===== config.mk =====
export PLATFORM = sky130hd
export DESIGN_NAME = pu_select
export DESIGN_NICKNAME = d
export VERILOG_FILES = /design/src/rtl/pu_select_pkg.sv /design/src/rtl/pu_select.sv
export SDC_FILE = /design/constraint.sdc
export NUM_CORES = 1
export LEC_CHECK = 0
export CAP_MARGIN = 10
export CORE_MARGIN = 3
export CORE_UTILIZATION = 50
export DETAILED_ROUTE_END_ITERATION = 8
export PLACE_DENSITY = 0.85
export SLEW_MARGIN = 20
export SYNTH_ARGS = -nofsm -noshare
export SYNTH_HDL_FRONTEND = slang
export SYNTH_SLANG_ARGS = --single-unit

===== constraint.sdc =====
create_clock -name clk -period 1.75 [get_ports clk]
set_input_delay 0.175 -clock clk [delete_from_list [all_inputs] [get_ports clk]]
set_output_delay 0.175 -clock clk [all_outputs]
set_load 0.05 [all_outputs]

===== src/rtl/pu_select_pkg.sv =====
// Shared definitions for the select processing unit: FSM states and the
// attribute bit index shared across all PUs.
package pu_select_pkg;

    typedef enum logic [1:0] {
        IDLE     = 2'd0,
        GOT_COND = 2'd1,
        GOT_A    = 2'd2,
        DONE     = 2'd3
    } sel_state_e;

    localparam int ATTR_INVALID = 0;

endpackage


===== src/rtl/pu_select.sv =====
// Select PU: captures cond, A, B in order over the shared write bus and
// presents cond ? A : B, with invalid-attribute propagation, on output enable.
module pu_select
    import pu_select_pkg::*;
#(
    parameter int DATA_WIDTH = 32,
    parameter int ATTR_WIDTH = 4,
    parameter int INVALID    = ATTR_INVALID
) (
    input  logic                  clk,
    input  logic                  rst,
    input  logic                  signal_wr,
    input  logic [DATA_WIDTH-1:0] data_in,
    input  logic [ATTR_WIDTH-1:0] attr_in,
    input  logic                  signal_oe,
    output logic [DATA_WIDTH-1:0] data_out,
    output logic [ATTR_WIDTH-1:0] attr_out
);

    sel_state_e            state_q;
    logic                  cond_q;
    logic                  cond_inv_q;
    logic [DATA_WIDTH-1:0] a_q;
    logic                  a_inv_q;
    logic [DATA_WIDTH-1:0] res_q;
    logic [ATTR_WIDTH-1:0] res_attr_q;

    logic [DATA_WIDTH-1:0] res_d;
    logic [ATTR_WIDTH-1:0] res_attr_d;

    // Only the invalid bit of an argument's attributes carries meaning here.
    logic unused_attr;
    assign unused_attr = ^attr_in;

    // NOTE: every always_comb output gets a default first so no path leaves it unassigned (no latch).
    always_comb begin
        res_d               = cond_q ? a_q : data_in;
        res_attr_d          = '0;
        res_attr_d[INVALID] = cond_inv_q | (cond_q ? a_inv_q : attr_in[INVALID]);
    end

    // NOTE: state uses non-blocking assignments and an async active-low reset, so partial argument sequences are dropped immediately.
    always_ff @(posedge clk or negedge rst) begin
        if (!rst) begin
            state_q    <= IDLE;
            cond_q     <= 1'b0;
            cond_inv_q <= 1'b0;
            a_q        <= '0;
            a_inv_q    <= 1'b0;
            res_q      <= '0;
            res_attr_q <= '0;
        end else if (signal_wr) begin
            case (state_q)
                IDLE, DONE: begin
                    cond_q     <= |data_in;
                    cond_inv_q <= attr_in[INVALID];
                    state_q    <= GOT_COND;
                end
                GOT_COND: begin
                    a_q     <= data_in;
                    a_inv_q <= attr_in[INVALID];
                    state_q <= GOT_A;
                end
                GOT_A: begin
                    res_q      <= res_d;
                    res_attr_q <= res_attr_d;
                    state_q    <= DONE;
                end
                default: state_q <= IDLE;
            endcase
        end
    end

    assign data_out = signal_oe ? res_q      : '0;
    assign attr_out = signal_oe ? res_attr_q : '0;

endmodule


## Word level (Yosys, flattened, before mapping)

Cells that the tools add are included.

| storage, ports and cells | value |
|---|---|
| bits in registers | 70 |

| operators by class | value |
|---|---|
| bitwise logic cells | 1 |
| multiplexer cells | 5 |
| equal/unequal tests | 3 |
| reductions and logical operators | 6 |

Operators with widths:

| operator | number |
|---|---|
| 32-bit two-way mux | 2 |
| 32-bit OR reduction | 1 |
| 2-bit case mux with 3 select lines | 1 |
| 2-bit AND reduction | 3 |
| 2-bit equality test (second input constant) | 2 |
| 2-bit by 1-bit equality test with 1-bit output (second input constant) | 1 |
| 2-bit zero test | 1 |
| 1-bit two-way mux | 2 |
| 2-bit OR reduction | 1 |
| 1-bit bitwise OR | 1 |

## Logic depth before layout (Yosys ltp)

Gate-level depths: netlist of the first run.

| depth | value |
|---|---|
| word-level depth | 3 |
| mapped depth | 7 |
| mapped depth without buffers | 5 |

## Least setup slack after synthesis of the first run

Ideal clock, no wire load.

| path | value |
|---|---|
| path kind | register -> register |
| start point | register state_q[0] |
| end point | register a_inv_q |
| data required time | 1.625 ns |
| path buffers | 1 |
| library setup time | 0.125 ns |
| clock period less this slack | 1.292 ns |
| cell stages (with the launch flop) | 5 |
| arrival time | 1.167 ns |
| path slack | 0.458 ns |
| cells stage by stage | dfrtp_1 > ha_1 > nand2_4 > buf_6 > mux2_4 |

| between the ends | value |
|---|---|
| cells in the longest elaborated chain, start to end | 2 |

Ends and longest elaborated chain:

| what | RTL line | source |
|---|---|---|
| start, declared | pu_select.sv:20 | `sel_state_e state_q;` |
| start signal, assigned | pu_select.sv:45 | `state_q <= IDLE;` |
| start signal, assigned | pu_select.sv:57 | `state_q <= GOT_COND;` |
| start signal, assigned | pu_select.sv:62 | `state_q <= GOT_A;` |
| 2-bit by 1-bit equality test with 1-bit output | pu_select.sv:53 | `case (state_q)` |
| 2-bit AND reduction (no line) | - |  |
| end signal, assigned | pu_select.sv:61 | `a_inv_q <= attr_in[INVALID];` |
| end, declared | pu_select.sv:24 | `logic a_inv_q;` |

Every way passes these cells.
A chain may end at the register's enable or synchronous reset.

## Worst setup path after layout of the first run

| path | value |
|---|---|
| start point | input port signal_oe |
| end point | output port data_out[23] |

| between the ends | value |
|---|---|
| cells in the longest elaborated chain, start to end | 1 |

Ends and longest elaborated chain:

| what | RTL line | source |
|---|---|---|
| start, declared | pu_select.sv:15 | `input logic signal_oe,` |
| 32-bit two-way mux | pu_select.sv:74 | `assign data_out = signal_oe ? res_q : '0;` |
| end, declared | pu_select.sv:16 | `output logic [DATA_WIDTH-1:0] data_out,` |

Every way passes these cells.

==> results of run 1 <==
## power breakdown
group          leakage [uW]  switching [uW]  internal, uW
registers          0.000798             435          2430
clock network      0.000122             597          1020
logic               0.00139            1890          2120
## repair_timing
| item | 4_1_cts | 5_1_grt |
|---|---|---|
| endpoints found under the setup margin | 0 | 0 |
| hold endpoints to repair | 70 | 0 |
| hold buffers | 1 | 0 |
## synth_stat cells
master | count | area share
ha_1 | 2 | 0.0073
nand4_1 | 2 | 0.0037
buf_6 | 4 | 0.013
a21oi_1 | 26 | 0.038
mux2_4 | 29 | 0.13
mux2i_1 | 33 | 0.096
a211oi_1 | 1 | 0.0022
nor4_1 | 8 | 0.015
o31a_1 | 1 | 0.0026
nor2_1 | 33 | 0.036
buf_4 | 8 | 0.018
clkbuf_4 | 3 | 0.0066
clkbuf_1 | 3 | 0.0033
mux2_2 | 5 | 0.016
inv_1 | 2 | 0.0022
nor2b_1 | 1 | 0.0018
a21oi_2 | 7 | 0.018
nand2b_1 | 1 | 0.0018
dfrtp_1 | 70 | 0.51
o21a_1 | 1 | 0.0022
nand2_4 | 1 | 0.0033
conb_1 | 1 | 0.0011
and2_1 | 33 | 0.060
and2_4 | 1 | 0.0026
buf_8 | 2 | 0.0088
nand2_1 | 1 | 0.0011
## through the flow
| stage | area [um2] | hold slack (ns) |
|---|---|---|
| after floorplan | 3430 | -0.121 |
| after global placement | 4520 | 0.222 |
| after detailed placement | 4520 | 0.229 |
| after CTS | 4790 | 0.400 |
| after global routing | 4790 | 0.399 |
| final | 4790 | 0.380 |
## sequential cells by signal (all words and copies together), names as in the netlist
name / count
res_q: 32
a_q: 32
state_q: 2
res_attr_q: 1
cond_inv_q: 1
cond_q: 1
a_inv_q: 1
## per-layer routing
metal	up-vias	GRT usage	routed length, um
li1	1094	-	-
met1	1150	0.255	3160
met2	50	0.317	3610
met3	11	0.0298	216
met4	0	0.0838	146
met5	-	0	0
## worst paths after layout
check | start | end | slack [ns] | depth (start not counted)
max | signal_oe | data_out[23] | 0.29 | 4
min | rst | res_q[6] | 0.38 | 3
max reg2reg | state_q[0] | a_q[4] | 0.31 | 4
min reg2reg | res_q[24] | res_q[24] | 0.51 | 2
max in group asynchronous | rst | cond_q | 1.05 | 3
min in group clk | res_q[24] | res_q[24] | 0.51 | 2
## cell usage in the layout (no fill, tap or decap)
cell type | synthesis | layout
and2_4 | 1 | 1
mux2i_1 | 33 | 33
nand2_1 | 1 | 1
nor2_1 | 33 | 33
dfrtp_2 | 0 | 1
buf_2 | 0 | 1
inv_1 | 2 | 2
dfrtp_1 | 70 | 69
bufinv_16 | 0 | 3
a21oi_1 | 26 | 26
a21oi_2 | 7 | 7
nor2b_1 | 1 | 1
mux2_4 | 29 | 29
and2_1 | 33 | 33
ha_1 | 2 | 2
a211oi_1 | 1 | 1
nand4_1 | 2 | 2
dlygate4sd3_1 | 0 | 1
o31a_1 | 1 | 1
nor4_1 | 8 | 8
buf_4 | 8 | 1
buf_12 | 0 | 40
conb_1 | 1 | 3
clkbuf_8 | 0 | 11
mux2_2 | 5 | 5
clkdlybuf4s50_1 | 0 | 35
nand2_4 | 1 | 1
o21a_1 | 1 | 1
clkinvlp_4 | 0 | 2
nand2b_1 | 1 | 1
## layout make-up
cell class                      instances  area, um2
Sequential cell                        70       1750
Multi-Input combinational cell        189       1500
Tap cell                               77       96.3
Timing Repair Buffer                   78       1170
Clock buffer                           11        151
Fill cell                             417       1710
Inverter                                2       7.51
Clock inverter                          5        105
## kinds of logic (layout without fill, tap and decap cells)
kind of cell             Yosys count  count (layout)  synth area share
adder cells (fa/ha/maj)            2               2           0.00731
buffers and inverters             22              96            0.0515
AND/OR/NAND/NOR                   81              81             0.125
multiplexers                      67              67             0.240
other                              1               3           0.00110
flip-flops                        70              70             0.512
AO/OA/AOI/OAI                     36              36            0.0629
## critical path: cells and delay by family
kind / cells / cell delay [ns]
simple gates: 1 / 0.24
buf+inv: 3 / 0.85
==> impl_metrics.ini, run 1 <==
[run_status]
status = finished, final reports clean

[clock_tree]
clk_pin_slew_ns = 0.08
h-tree-depth = 3
clockBufferDepth = 2
numCtsBuffers = 9
cts.sinks = 70
cts_setup_buffers = 0
cts_tree = done
clk_latency_ns = 0.33
cts_resized = 0
cts-root-buf = clkbuf_8

[global_route]
grt_start_max_net_pins = 71
grt_usage = 0.193
grt_pass1_vias = 2315
antenna_found_initial = 0
grt_overflow_total = 0
grt_pass1_wl_um = 11500

[critical_path]
critPathLaunchType = input pin
cpMostUsedCell = buf_12
cp-end-kind = primary output
crit_arrival_ns = 1.28
crit_required_ns = 1.57
critPathSlowestCell = clkdlybuf4s50_1
cpPeakStageDelay_ns = 0.51
critical_path_class = input pin to primary output
path_cells = clkdlybuf4s50_1 > buf_12 > and2_1 > buf_12
cp_max_fo = 33

[placed_design]
dpl_worst_slack_ns = 0.126
place_congestion = 0.812
dp_cells = 415
dp_hpwl_um = 4870
port-buffer-count = 69

[die]
die_area_um2 = 7880
core_area_um2 = 6490
die_h_um = 88.7
fp.dieW_um = 88.7
start_util = 0.527
io_pins = 76
fp-row-count = 29

[synth]
seq_area_frac_synth = 0.512
synth.avg_cell_area_um2 = 12.3
synthCells = 279
netlist_area_um2 = 3420
ys_seq_elements = 70
ys_warn_count = 0
synthDistinctLibCells = 26

[routing]
drt_iter0_markers = 142
vias = 2305
drc = 0
finalWirelength_um = 7130
postRouteAntennaNets = 0
firstDrtPassIters = 4
wl_per_cell_um = 16.5
viasPerCell = 5.34

[timing]
finalHoldViolCount = 0
tns_ns = 0
fin_skew_ns = 0.00839
fmax_mhz = 685
finalSetupViolCount = 0
min_period_over_period = 0.834
fin_ws_ns = 0.290
rsz0062_at_grt = false
drv_slew = 0
period_minus_slack_ns = 1.46

[flow_run]
drv_cap = 0

[finish]
final_util = 0.737
area_growth_pct = 39.9
drive_gt1_frac = 0.287
fin_cells = 432
fin_nets = 392
n_antenna_cell = 0

[power]
leakage_uw = 0.00231
power_density_nw_per_um2 = 1780
p_total_uw = 8500
irDropWorstVdd_uv = 1060

[min_path]
hold_class = input pin to async pin
No activity file was read; power rests on OpenSTA's default activity.
==> run 2, diff against run 1 <==
==> constraint.sdc (replaced) <==
create_clock -name clk -period 1.42 [get_ports clk]
set_input_delay 0.142 -clock clk [delete_from_list [all_inputs] [get_ports clk]]
set_output_delay 0.142 -clock clk [all_outputs]
set_load 0.05 [all_outputs]
==> impl_metrics.ini, run 2 (synthesis gave the netlist of run 1 again) <==
[timing]
fin_skew_ns = 0.00570
finalSetupViolCount = 0
drv_slew = 0
rsz0062_at_grt = true
finalHoldViolCount = 0
period_minus_slack_ns = 1.40
fmax_mhz = 714
min_period_over_period = 0.986
tns_ns = 0

[global_route]
grt_overflow_total = 0
grt_pass1_vias = 2555
grt_pass1_wl_um = 12300
grt_usage = 0.204
grt_start_max_net_pins = 39
antenna_found_initial = 0

[die]
die_area_um2 = 7880
die_h_um = 88.7
io_pins = 76
core_area_um2 = 6490
start_util = 0.527
fp-row-count = 29
fp.dieW_um = 88.7

[finish]
mostFrequentLayoutCells = 69 x dfrtp_1, 42 x buf_12, 35 x clkdlybuf4s50_1, 33 x mux2i_1, 33 x nor2_1
drive_gt1_frac = 0.345
reg_top3 = a_q x32, res_q x32, state_q x2
fin_cells = 460
final_common_cell = dfrtp_1
final_util = 0.775
area_growth_pct = 47.0
n_antenna_cell = 0
fin_nets = 420

[routing]
postRouteAntennaNets = 0
drc = 0
vias = 2425
wl_per_cell_um = 17.2
drt_iter0_markers = 112
finalWirelength_um = 7920
firstDrtPassIters = 4
viasPerCell = 5.27

[power]
leakage_uw = 0.00246
power_density_nw_per_um2 = 2090
irDropWorstVdd_uv = 1150
p_total_uw = 10500

[critical_path]
critical_path_class = flop to flop
cp-end-kind = flop
rr_startpoint = state_q[1]
crit_arrival_ns = 1.62
critPathLaunch = state_q[1]
r2r_slack_ns = 0.02
crit_required_ns = 1.64
cp_max_fo = 8
critPathLaunchType = flop

[clock_tree]
h-tree-depth = 3
clk_latency_ns = 0.34
clk_pin_slew_ns = 0.08
cts.sinks = 70
cts-root-buf = clkbuf_8
numCtsBuffers = 9
clockBufferDepth = 2
cts_tree = done

[run_status]
status = finished, final reports clean

[placed_design]
port-buffer-count = 69
place_congestion = 0.826
dp_cells = 441
dp_hpwl_um = 5380

[min_path]
hold_class = input pin to async pin

[flow_run]
drv_cap = 0
run 2: metal layers:
metal  track usage  routed length [um]  vias up
met5             0                   0        -
met4        0.0810                 146        0
met3        0.0298                 270       12
met2         0.350                4090       53
met1         0.260                3410     1200
li1              -                   -     1160
run 2: worst paths after layout:
kind | to | cells past startpoint
setup reg to reg | a_q[7] | 5
setup / recovery | a_q[7] | 5
min in group clk | a_q[26] | 2
hold / removal | res_q[1] | 2
max in group asynchronous | cond_q | 3
hold reg to reg | a_q[18] | 1
run 2: timing repair:
action | 4_1_cts | 5_1_grt
setup buffers | 0 | 0
hold buffers | 1 | 0
endpoints found under the hold margin | 70 | 0
setup endpoints to repair | 0 | 16
gates resized for setup | 0 | 5
run 2: layout make-up:
cell class	instances	area [um2]
Tap cell	77	96.3
Multi-Input combinational cell	189	1510
Fill cell	372	1460
Timing Repair Buffer	106	1450
Clock inverter	4	70.1
Sequential cell	70	1750
Inverter	2	7.51
Clock buffer	12	145
run 2: stage by stage:
step                      hold WS (ns)  setup slack, ns  cell area (um2)
after floorplan                 -0.154            0.128             3430
after global placement         0.00874           -0.175             4740
after detailed placement       0.00743           -0.221             4740
after CTS                        0.177           0.0125             4970
after global routing             0.204          -0.0140             5030
final                            0.181           0.0204             5030
run 2: where the power goes:
| part | switching [uW] | internal (uW) | total (uW) |
|---|---|---|---|
| clock network | 723 | 1030 | 1760 |
| registers | 531 | 3000 | 3530 |
| logic | 2450 | 2780 | 5240 |
run 2: worst max-delay path, cell delays in order, from the launching register on:
cell	delay (ns)
dfrtp_1	0.39
inv_1	0.10
ha_2	0.20
nand2_4	0.10
clkbuf_16	0.20
mux2_4	0.30
